`config.mk`:
```
export PLATFORM = sky130hd
export DESIGN_NAME = mem_arbiter
export DESIGN_NICKNAME = d
export VERILOG_FILES = /design/src/rtl/mem_arbiter.sv
export SDC_FILE = /design/constraint.sdc
export NUM_CORES = 1
export LEC_CHECK = 0
export ABC_CLOCK_PERIOD_IN_PS = 1750
export CORE_AREA = 2 2 118 120
export DETAILED_ROUTE_END_ITERATION = 6
export DIE_AREA = 0 0 120 122
export GPL_ROUTABILITY_DRIVEN = 0
export PLACE_DENSITY = 0.67
export SLEW_MARGIN = 15
export SYNTH_ARGS = -nofsm -noshare
export SYNTH_HDL_FRONTEND = slang
export SYNTH_SLANG_ARGS = --single-unit
export TNS_END_PERCENT = 1
```
`constraint.sdc`:
```
create_clock -name CLK -period 1.75 [get_ports CLK]
set_clock_uncertainty 0.15 [all_clocks]
set_input_delay 0.175 -clock CLK [delete_from_list [all_inputs] [get_ports CLK]]
set_output_delay 0.175 -clock CLK [all_outputs]
set_load 0.02 [all_outputs]
```
`src/rtl/mem_arbiter.sv`:
```
// Shares one RAM port between the bus controller data channel and two icache
// fetch ports. Data has priority, and a saturating counter forces a fetch
// after STARVE_LIMIT back-to-back data grants while any fetch is waiting.
module mem_arbiter #(
  parameter int STARVE_LIMIT = 4
) (
  input  logic             CLK,
  input  logic             nRST,
  // bus controller side
  input  logic             bus_dREN,
  input  logic             bus_dWEN,
  input  logic [31:0]      bus_daddr,
  input  logic [31:0]      bus_dstore,
  output logic [31:0]      bus_dload,
  output logic             bus_dwait,
  // icache side
  input  logic [1:0]       iREN,
  input  logic [1:0][31:0] iaddr,
  output logic [31:0]      iload,
  output logic [1:0]       iwait,
  // RAM side
  output logic             ramREN,
  output logic             ramWEN,
  output logic [31:0]      ramaddr,
  output logic [31:0]      ramstore,
  input  logic [31:0]      ramload,
  input  logic [1:0]       ramstate,
  // debug visibility of the arbitration state
  output logic [1:0]       dbg_state_o,
  output logic             dbg_rr_o,
  output logic [2:0]       dbg_scnt_o
);

  typedef enum logic [1:0] {
    IDLE   = 2'd0,
    DATA   = 2'd1,
    INSTR0 = 2'd2,
    INSTR1 = 2'd3
  } state_t;

  localparam logic [1:0] RAM_ACCESS = 2'd2;
  localparam logic [2:0] LIMIT = (STARVE_LIMIT > 7) ? 3'd7 : 3'(STARVE_LIMIT);

  state_t     state_q, state_d;
  logic       rr_q, rr_d;
  logic [2:0] scnt_q, scnt_d;

  logic   d_req;
  logic   i_any;
  logic   ram_done;
  logic   gnt_idx;
  state_t i_pick;

  assign d_req    = bus_dREN | bus_dWEN;
  assign i_any    = |iREN;
  assign ram_done = (ramstate == RAM_ACCESS);
  assign gnt_idx  = (state_q == INSTR1);
  assign i_pick   = ((iREN == 2'b10) || ((iREN == 2'b11) && rr_q)) ? INSTR1 : INSTR0;

  // Handshake: a requester holds its request until its wait goes low for one
  // cycle; dropping the request early aborts the access with no wait pulse.
  // Strobes follow the request combinationally so an abort is seen at once.
  always_comb begin
    state_d   = state_q;
    rr_d      = rr_q;
    scnt_d    = scnt_q;
    ramREN    = 1'b0;
    ramWEN    = 1'b0;
    ramaddr   = '0;
    ramstore  = '0;
    bus_dload = '0;
    iload     = '0;
    bus_dwait = 1'b1;
    iwait     = 2'b11;

    case (state_q)
      IDLE: begin
        if ((scnt_q == LIMIT) && i_any) begin
          state_d = i_pick;
        end else if (d_req) begin
          state_d = DATA;
        end else if (i_any) begin
          state_d = i_pick;
        end
      end

      DATA: begin
        if (!d_req) begin
          state_d = IDLE;
        end else begin
          ramaddr   = bus_daddr;
          bus_dload = ramload;
          if (bus_dWEN) begin
            ramWEN   = 1'b1;
            ramstore = bus_dstore;
          end else begin
            ramREN = 1'b1;
          end
          if (ram_done) begin
            bus_dwait = 1'b0;
            state_d   = IDLE;
            if (i_any) begin
              scnt_d = (scnt_q >= LIMIT) ? LIMIT : scnt_q + 3'd1;
            end else begin
              scnt_d = '0;
            end
          end
        end
      end

      INSTR0, INSTR1: begin
        if (!iREN[gnt_idx]) begin
          state_d = IDLE;
        end else begin
          ramREN  = 1'b1;
          ramaddr = iaddr[gnt_idx];
          iload   = ramload;
          if (ram_done) begin
            iwait[gnt_idx] = 1'b0;
            rr_d           = ~gnt_idx;
            scnt_d         = '0;
            state_d        = IDLE;
          end
        end
      end

      default: state_d = IDLE;
    endcase
  end

  always_ff @(posedge CLK or negedge nRST) begin
    if (!nRST) begin
      state_q <= IDLE;
      rr_q    <= 1'b0;
      scnt_q  <= '0;
    end else begin
      state_q <= state_d;
      rr_q    <= rr_d;
      scnt_q  <= scnt_d;
    end
  end

  assign dbg_state_o = state_q;
  assign dbg_rr_o    = rr_q;
  assign dbg_scnt_o  = scnt_q;

endmodule

```
==> results of run 1 <==
[cell type report]
class	instances	share of cell area, %
clock buffer	3	1.36
antenna	1	0.0454
inverter	3	0.204
multi-input combinational	203	31.0
timing repair buffer	352	60.5
tap	180	4.08
sequential	6	2.77
[power breakdown]
part,internal (uW),switching (uW)
Clock,293,78.0
Combinational,2820,2910
Sequential,199,93.9
Total,3310,3090
[stage by stage]
stage | worst slack [ns] | instances | power [uW] | cell area (um2) | TNS, ns
2_1_floorplan | -0.0231 | 244 | 2980 | 1890 | -0.673
3_3_place_gp | -0.774 | 733 | 5630 | 5360 | -79.90
3_5_place_dp | -0.791 | 733 | 5690 | 5360 | -80.17
4_1_cts | -0.216 | 744 | 6160 | 5260 | -12.64
5_1_grt | -0.190 | 748 | 6720 | 5520 | -16.22
6_report | -0.161 | 748 | 6400 | 5520 | -10.39
[final timing paths]
check,end,startpoint,slack (ns)
worst max-delay path,iload[19],dbg_state_o[0]$_DFFE_PN0P_,-0.16
worst min-delay path,dbg_rr_o$_DFFE_PN0P_,nRST,0.04
worst min register to register,dbg_scnt_o[1]$_DFFE_PN0P_,dbg_scnt_o[1]$_DFFE_PN0P_,0.47
max in group asynchronous,dbg_state_o[1]$_DFFE_PN0P_,nRST,1.18
worst max register to register,dbg_scnt_o[1]$_DFFE_PN0P_,dbg_state_o[0]$_DFFE_PN0P_,0.06
min in group CLK,dbg_scnt_o[1]$_DFFE_PN0P_,dbg_scnt_o[1]$_DFFE_PN0P_,0.47
[worst register-to-register path, stage by stage (launching register included)]
cell	delay (ns)
sky130_fd_sc_hd__dfrtp_2	0.44
sky130_fd_sc_hd__buf_4	0.16
sky130_fd_sc_hd__buf_4	0.15
sky130_fd_sc_hd__mux2i_4	0.19
sky130_fd_sc_hd__o32ai_4	0.15
sky130_fd_sc_hd__mux2_4	0.33
[registers in the layout (all words and copies together) (netlist names)]
register / count
dbg_scnt_o: 3
dbg_state_o: 2
dbg_rr_o: 1
[logic make-up (layout without fill, tap and decap cells)]
logic type,Yosys count,after routing,synth area share [%]
compound gates,45,45,20.7
other cells,0,1,0
mux,36,36,19.6
flops,6,6,7.93
simple gates,120,120,40.5
fa+ha+maj,2,2,1.32
buf+inv,35,358,10.0
[repair_timing]
item,in CTS,in global routing
gates cloned,2,0
resized for setup,624,70
pin swaps,3,2
setup endpoints to repair,138,134
setup buffers,6,4
[per-layer routing]
metal / routed length, um / part of all wire (%) / track usage, %
met1: 4980 / 37 / 17.4
met2: 7090 / 53 / 31.5
met3: 1180 / 8.8 / 4.21
met4: 155 / 1.2 / 2.94
met5: 0 / 0 / 0
[synthesized netlist by cell type]
library cell                instances
sky130_fd_sc_hd__and3_1            96
sky130_fd_sc_hd__mux2i_1           34
sky130_fd_sc_hd__o2bb2ai_1         33
sky130_fd_sc_hd__clkbuf_1           9
sky130_fd_sc_hd__buf_2              7
sky130_fd_sc_hd__clkbuf_2           7
sky130_fd_sc_hd__buf_4              6
sky130_fd_sc_hd__dfrtp_1            6
sky130_fd_sc_hd__o21ai_0            4
sky130_fd_sc_hd__inv_1              3
sky130_fd_sc_hd__a22oi_1            2
sky130_fd_sc_hd__buf_6              2
sky130_fd_sc_hd__ha_1               2
sky130_fd_sc_hd__mux2_4             2
sky130_fd_sc_hd__nand2_1            2
sky130_fd_sc_hd__nand2b_1           2
sky130_fd_sc_hd__nor2_1             2
sky130_fd_sc_hd__nor2_2             2
sky130_fd_sc_hd__nor2b_1            2
sky130_fd_sc_hd__a31oi_1            1
sky130_fd_sc_hd__a32oi_1            1
sky130_fd_sc_hd__a41oi_1            1
sky130_fd_sc_hd__and2_1             1
sky130_fd_sc_hd__clkbuf_4           1
sky130_fd_sc_hd__nand2_2            1
sky130_fd_sc_hd__nand2_4            1
sky130_fd_sc_hd__nand2b_4           1
sky130_fd_sc_hd__nand3_1            1
sky130_fd_sc_hd__nand3b_1           1
sky130_fd_sc_hd__nand4_1            1
sky130_fd_sc_hd__nor2b_4            1
sky130_fd_sc_hd__nor4b_1            1
sky130_fd_sc_hd__o211a_1            1
sky130_fd_sc_hd__o22ai_1            1
sky130_fd_sc_hd__o32ai_4            1
sky130_fd_sc_hd__or2_0              1
sky130_fd_sc_hd__or2_2              1
sky130_fd_sc_hd__or3_1              1
sky130_fd_sc_hd__or3b_2             1
sky130_fd_sc_hd__or4_1              1
==> metrics list, run 1 <==
- For the worst flop-to-flop path, the logic depth is 5.
- Total nets after synthesis: 414
- After global routing the overflow that remains totals 0.
- The share of the Yosys chip area taken by registers is 7.93%.
- Tcrit/Tclk final: 109%
- The first detailed-routing pass ran for 4 iterations.
* Data required time of the critical path: 1.42 ns
* Final-stage net count: 739
- Cell area after synthesis: 1890 um2
- Along the worst path, the maximum fanout reaches 33.
* Area share of the largest cell type after synthesis: 31.7%
- In this run the clock root is driven by a sky130_fd_sc_hd__clkbuf_16.
* Hold violation count in the final report: 0
* RSZ-0062 raised after global routing: true
* Slew headroom: 78.2%
- For this design the static power due to leakage is 0.00286 uW.
* Most common library cell in the layout ignoring fill and taps: sky130_fd_sc_hd__clkdlybuf4s50_1
* Leading cell types in the layout, fill and taps excluded: 170 x sky130_fd_sc_hd__clkdlybuf4s50_1, 92 x sky130_fd_sc_hd__and3_1, 66 x sky130_fd_sc_hd__buf_4
- The critical path crosses 4 cells after its start point.
* Clock sink count: 6
- Via-to-Cell Ratio: 4.54
- For this run, the share of the core covered by cells in the final layout is 40.8%.
* Largest stage delay, worst path: 0.44 ns
- Core Region: 13500 um2
- In the synthesized netlist, the number of instances is 244.
* Share of final-layout standard cells stronger than drive strength 1: 39.0%
- Drt total wl: 13.4 mm
- The worst setup path is of the register to output pin kind.
- In the final routed layout, each cell accounts on average for 17.9 um.
* Total Routing Usage GR: 16.1%
- Slew Viols, Final: 0
* Fill cells: 1337
- The via count of the first global-routing pass came to 3423.
- Maximum number of pins on one net before global-route repair: 39
- Number of max-capacitance violations reported: 0
- The die covers 14600 um2.
- Endpoint type of the worst setup path: output pin
- Largest cells by area after synthesis: sky130_fd_sc_hd__and3_1 32%, sky130_fd_sc_hd__mux2i_1 18%, sky130_fd_sc_hd__o2bb2ai_1 15%
- In this run the worst hold path is classified as input port to asynchronous set/reset pin.
- Clock latency reported for the late side of the worst-skew pair: 0.23 ns
* Number of H-tree branching levels: 1
- Starting Density: 14.0%
- Failing checks: negative setup slack
- The initial antenna violation count is 1.
- FMAX: 523 MHz
- Clk slew on worst S/H paths: 0.04 ns
- The routed layout has 3394 vias.
* Syn. warnings: 0
* Wire length of the first global-routing pass: 18.7 mm
- CTS Hold Buffers Added: 0
* Startpoint types: register
* Buffers and inverters on the worst path: 2
- The run finished, with violations left.
* Sequential cell area: 153 um2
- Post-detailed-route count of antenna-violating nets: 0
- Row count: 43
- Counting flops and latches in the post-synthesis netlist gives 6.
- 307 I/O pins were placed.
- After layout, the minimum clock period comes to 1.91 ns.
* Slew at the pin closest to its max-slew limit: 0.327 ns
* Floorplan die height: 122 um
- Buffers inserted during clock tree synthesis total 3.
- The floorplan step set the die width to 120 um.
- Placed wire-length estimate: 10.4 mm
- sky130_fd_sc_hd__and3_1 takes more of the synthesized area than any other cell.
* Family of cells with the greatest summed delay on the critical path: flip-flops
- Total area of multi-input combinational cells: 1710 um2
- TritonCTS clock tree: yes
- Number of design rule violations left after detail routing: 0
* Power per cell area: 1160 nW/um2
* Highest ir drop seen on vdd: 457 uV
- Hold is met by 0.0369 ns.
- The largest individual stage delay along the critical path comes from the cell sky130_fd_sc_hd__dfrtp_2.
- The clock passes through at most 2 buffers.
- Walking the worst path, the cells encountered are mux2_4 -> buf_12 -> and3_1 -> buf_2.
- Buffers placed on the I/O ports in this run total 306.
* Mapped Avg Cell Area: 7.76 um2
- Worst-case setup margin in the final layout: -0.161 ns
- At the worst endpoint, the arrival time is 1.59 ns.
- DRC marker count from the first detailed-route iteration: 119
- Synth unique cells: 40
- Area grow syn2layout: 191%
- Number of setup violations in the final report: 126
Power figures use the tool's default switching activity.
==> run 2, diff against run 1 <==
--- a/config.mk
+++ b/config.mk
@@ -5,10 +5,11 @@
 export SDC_FILE = /design/constraint.sdc
 export NUM_CORES = 1
 export LEC_CHECK = 0
+export ABC_AREA = 1
 export ABC_CLOCK_PERIOD_IN_PS = 1750
-export CORE_AREA = 2 2 118 120
+export CORE_AREA = 2 2 119 121
 export DETAILED_ROUTE_END_ITERATION = 6
-export DIE_AREA = 0 0 120 122
+export DIE_AREA = 0 0 121 123
 export GPL_ROUTABILITY_DRIVEN = 0
 export PLACE_DENSITY = 0.67
 export SLEW_MARGIN = 15
==> run 2 against run 1 <==
The flow still finishes with violations (negative setup slack). Count of clock-buffer cells in the layout did not move. Utilization fell by 3.0 points. Clock power fell by 4%. Highest routed layer unchanged.
==> metrics list, run 2 <==
* Area share of the largest cell type after synthesis: 23.5% (-8.2 points)
- Worst slack after detailed placement: -0.551 ns (+0.241 ns)
* Crit path depth: 7 (+3)
- Data required time of the critical path: 1.42 ns (about the same)
* Cell area after synthesis: 1910 um2 (+1.1%)
- The data arrival time of the critical path was 1.56 ns (-0.03 ns).
* Wire length of the first global-routing pass: 16.9 mm (-9.4%)
* Failing checks: negative setup slack
- RSZ-0062 raised after global routing: true
- In the layout the commonest cells are 168 x sky130_fd_sc_hd__clkdlybuf4s50_1, 120 x sky130_fd_sc_hd__nand2_1, 99 x sky130_fd_sc_hd__nor2_1.
* Inst Count DP: 883 (+20%)
- Root cell of the clock tree: sky130_fd_sc_hd__clkbuf_16
- The flow ran to the end, but the final reports show violations.
- Maximum clock insertion buffer count: 2 (unchanged)
- The detailed placer's ending HPWL is 9.50 mm (-8.7%).
* Largest cells by area after synthesis: sky130_fd_sc_hd__nand2_1 24%, sky130_fd_sc_hd__nor2_1 20%, sky130_fd_sc_hd__a22o_1 15%
- The first-pass detailed-route iteration total is 4 (unchanged).
* Fill cells: 1506 (+13%)
* Number of H-tree branching levels: 1 (unchanged)
* Endpoint type of the worst setup path: output pin
* Hold crit path type: input port to asynchronous set/reset pin
- Io pins: 307 (unchanged)
- Sequential-to-total area share from yosys stat: 7.84% (-0.083 points)
- Drt total wl: 11.9 mm (-11%)
- The worst slew margin relative to its limit came to 82.0% (+3.7 points).
* Clock sink count: 6 (unchanged)
* Max FO, Critical Path: 8 (-76%)
- The diode insertion count for antenna repair came to 0 (-1).
* Slowest library cell on the worst path: sky130_fd_sc_hd__dfrtp_2
* TritonCTS clock tree: yes
- The final critical-path share of the clock period is 108% (-1.6 points).
* Most common flop cell mapped by yosys: sky130_fd_sc_hd__dfrtp_1
* FMAX: 531 MHz (+1.5%)
- The number of nets in the final layout was 883 (+19%).
* Slew Viols, Final: 0 (unchanged)
- Hold violation count in the final report: 0 (unchanged)
- TritonCTS buffer count: 3 (unchanged)
* Worst setup path class: register to output pin
- The area enclosed by the die boundary came to 14900 um2 (+1.7%).
- The sequential cell area is 153 um2 (unchanged).
- The post-synthesis cell type count came to 21 (-48%).
- The fraction of layout instances using a drive strength above 1 is 26.9% (-12 points).
* Clock latency reported for the late side of the worst-skew pair: 0.22 ns (about the same)
* Number of design rule violations left after detail routing: 0 (unchanged)
- Count of port buffers added during placement: 306 (unchanged)
- The count of flip-flops with a built-in enable after synthesis came to 0 (unchanged).
- DRC marker count from the first detailed-route iteration: 131 (+10%)
- The worst setup path is launched from a register.
* Mapped Avg Cell Area: 4.90 um2 (-37%)
- Cell count after synthesis: 391 (+60%)
- Floorplan die height: 123 um (+0.82%)
- The aggregate global routing overflow came to 0 (unchanged).
- P_leak: 0.00275 uW (-4.0%)
- The count of cells along the worst register-to-register path came to 7 (+2).
- Worst-case setup margin in the final layout: -0.132 ns (+0.0285 ns)
- Count of state elements after synthesis: 6 (unchanged)
- CTS Hold Buffers Added: 0 (unchanged)
* Buffers and inverters on the worst path: 4 (+2)
- Horizontal die dimension: 121 um (+0.83%)
- Total nets after synthesis: 561 (+36%)
- The synthesized design spends more area on one cell type than any other, namely sky130_fd_sc_hd__nand2_1.
- Number of setup violations in the final report: 56 (-56%)
* Post-detailed-route count of antenna-violating nets: 0 (unchanged)
* Area grow syn2layout: 169%
- Starting Density: 14.1% (+0.036 points)
- Cell breakdown of the critical path: inv_2 -> nand2_2 -> nor2_4 -> buf_12 -> clkbuf_16 -> a22o_1 -> buf_6
- Total Routing Usage GR: 14.1% (-2.0 points)
- The count of maximum capacitance violations came to 0 (unchanged).
- Synth cell count leaders: 120 x sky130_fd_sc_hd__nand2_1, 102 x sky130_fd_sc_hd__nor2_1, 42 x sky130_fd_sc_hd__inv_1, 42 x sky130_fd_sc_hd__nand3_1, 32 x sky130_fd_sc_hd__a22o_1
- Share of synthesized flip-flops with an asynchronous set or reset: 100% (unchanged)
* Maximum number of pins on one net before global-route repair: 34 (-13%)
- Vias in the first global route: 3218 (-6.0%)
* Vias: 3607 (+6.3%)
- Final cell count without fillers: 891 (+19%)
* Most common library cell in the layout ignoring fill and taps: sky130_fd_sc_hd__clkdlybuf4s50_1
* Syn. warnings: 0 (unchanged)
- Among all cell types in the netlist, the one instantiated most often is sky130_fd_sc_hd__nand2_1.
- The number of flip-flops in the largest register came to 3 (unchanged).
- The largest stage delay on the critical path was 0.46 ns (+0.02 ns).
- The average wire length per cell after detail routing came to 13.4 um (-25%).
- The worst hold slack after final layout is 0.0395 ns (+0.00260 ns).
- Power per cell area: 1060 nW/um2 (-8.8%)
* Row count: 43 (unchanged)
- Final critical delay including setup and external delays: 1.88 ns (-0.0285 ns)
- Core Region: 13600 um2 (+0.80%)
* Via-to-Cell Ratio: 4.05 (-11%)
- Initial antenna violation count: 0 (-1)
- Broken down by cell family, the worst path's largest delay share belongs to buffers and inverters.
- The worst voltage drop across the vdd grid was 393 uV (-14%).
- Clk slew on worst S/H paths: 0.03 ns (about the same)
- Slew at the pin closest to its max-slew limit: 0.271 ns (-0.0561 ns)
* Total area of multi-input combinational cells: 1450 um2 (-15%)
==> run 2: changes by cell type after synthesis, sizes merged, moves of 10 or more <==
cell / delta
nand3: +42
o2bb2ai: -33
mux2i: -34
clkbuf: -12
nand2: +118
inv: +41
and3: -96
a22o: +32
nor2: +99
buf: +10
==> run 2: metal layers <==
| layer | global-route usage (%) | vias up | share of wire [%] |
|---|---|---|---|
| li1 | - | 1863 | - |
| met4 | 2.54 | 0 | 0.91 |
| met1 | 17.1 | 1580 | 41 |
| met5 | 0 | - | 0 |
| met2 | 25.9 | 158 | 51 |
| met3 | 2.91 | 6 | 7.6 |
==> run 2: cell type report <==
type	instances	share of cell area (%)
multi-input combinational	311	28.1
clock buffer	3	1.46
inverter	44	3.26
sequential	6	2.96
tap	180	4.37
timing repair buffer	347	59.8
==> run 2: metrics by stage <==
step	total power (uW)	util (%)	cell area [um2]	setup TNS, ns
6_report	5450	37.8	5150	-3.73
5_1_grt	5840	37.8	5150	-12.67
4_1_cts	5010	36.0	4900	-3.52
3_5_place_dp	5170	39.4	5370	-58.12
3_3_place_gp	5170	39.4	5370	-56.87
2_1_floorplan	2700	-	1910	-1.02
==> run 2: what timing repair did <==
item	in CTS	in global routing
gates resized for setup	566	73
pin swaps	0	4
gates cloned	0	3
buffers inserted	0	2
setup endpoints to repair	135	132
==> run 2: final timing paths <==
kind	from	to	slack, ns
min in group CLK	dbg_rr_o$_DFFE_PN0P_	dbg_rr_o$_DFFE_PN0P_	0.36
worst min register to register	dbg_rr_o$_DFFE_PN0P_	dbg_rr_o$_DFFE_PN0P_	0.36
worst min-delay path	nRST	dbg_scnt_o[0]$_DFFE_PN0P_	0.04
worst max-delay path	dbg_state_o[1]$_DFFE_PN0P_	ramaddr[26]	-0.13
worst max register to register	dbg_state_o[0]$_DFFE_PN0P_	dbg_scnt_o[0]$_DFFE_PN0P_	0.23
max in group asynchronous	nRST	dbg_state_o[1]$_DFFE_PN0P_	1.19
==> run 2: where the power goes <==
part / internal, uW / switching (uW)
clock network: 292 / 66.2
registers: 196 / 79.6
logic: 2150 / 2660
==> run 2: logic make-up after synthesis <==
family	count (synthesis)	share of synthesized area, %
adders and majority gates	2	1.31
AOI/OAI and AO/OA	36	15.9
and+or+nand+nor	273	57.5
buffers and inverters	74	17.5
DFF	6	7.84
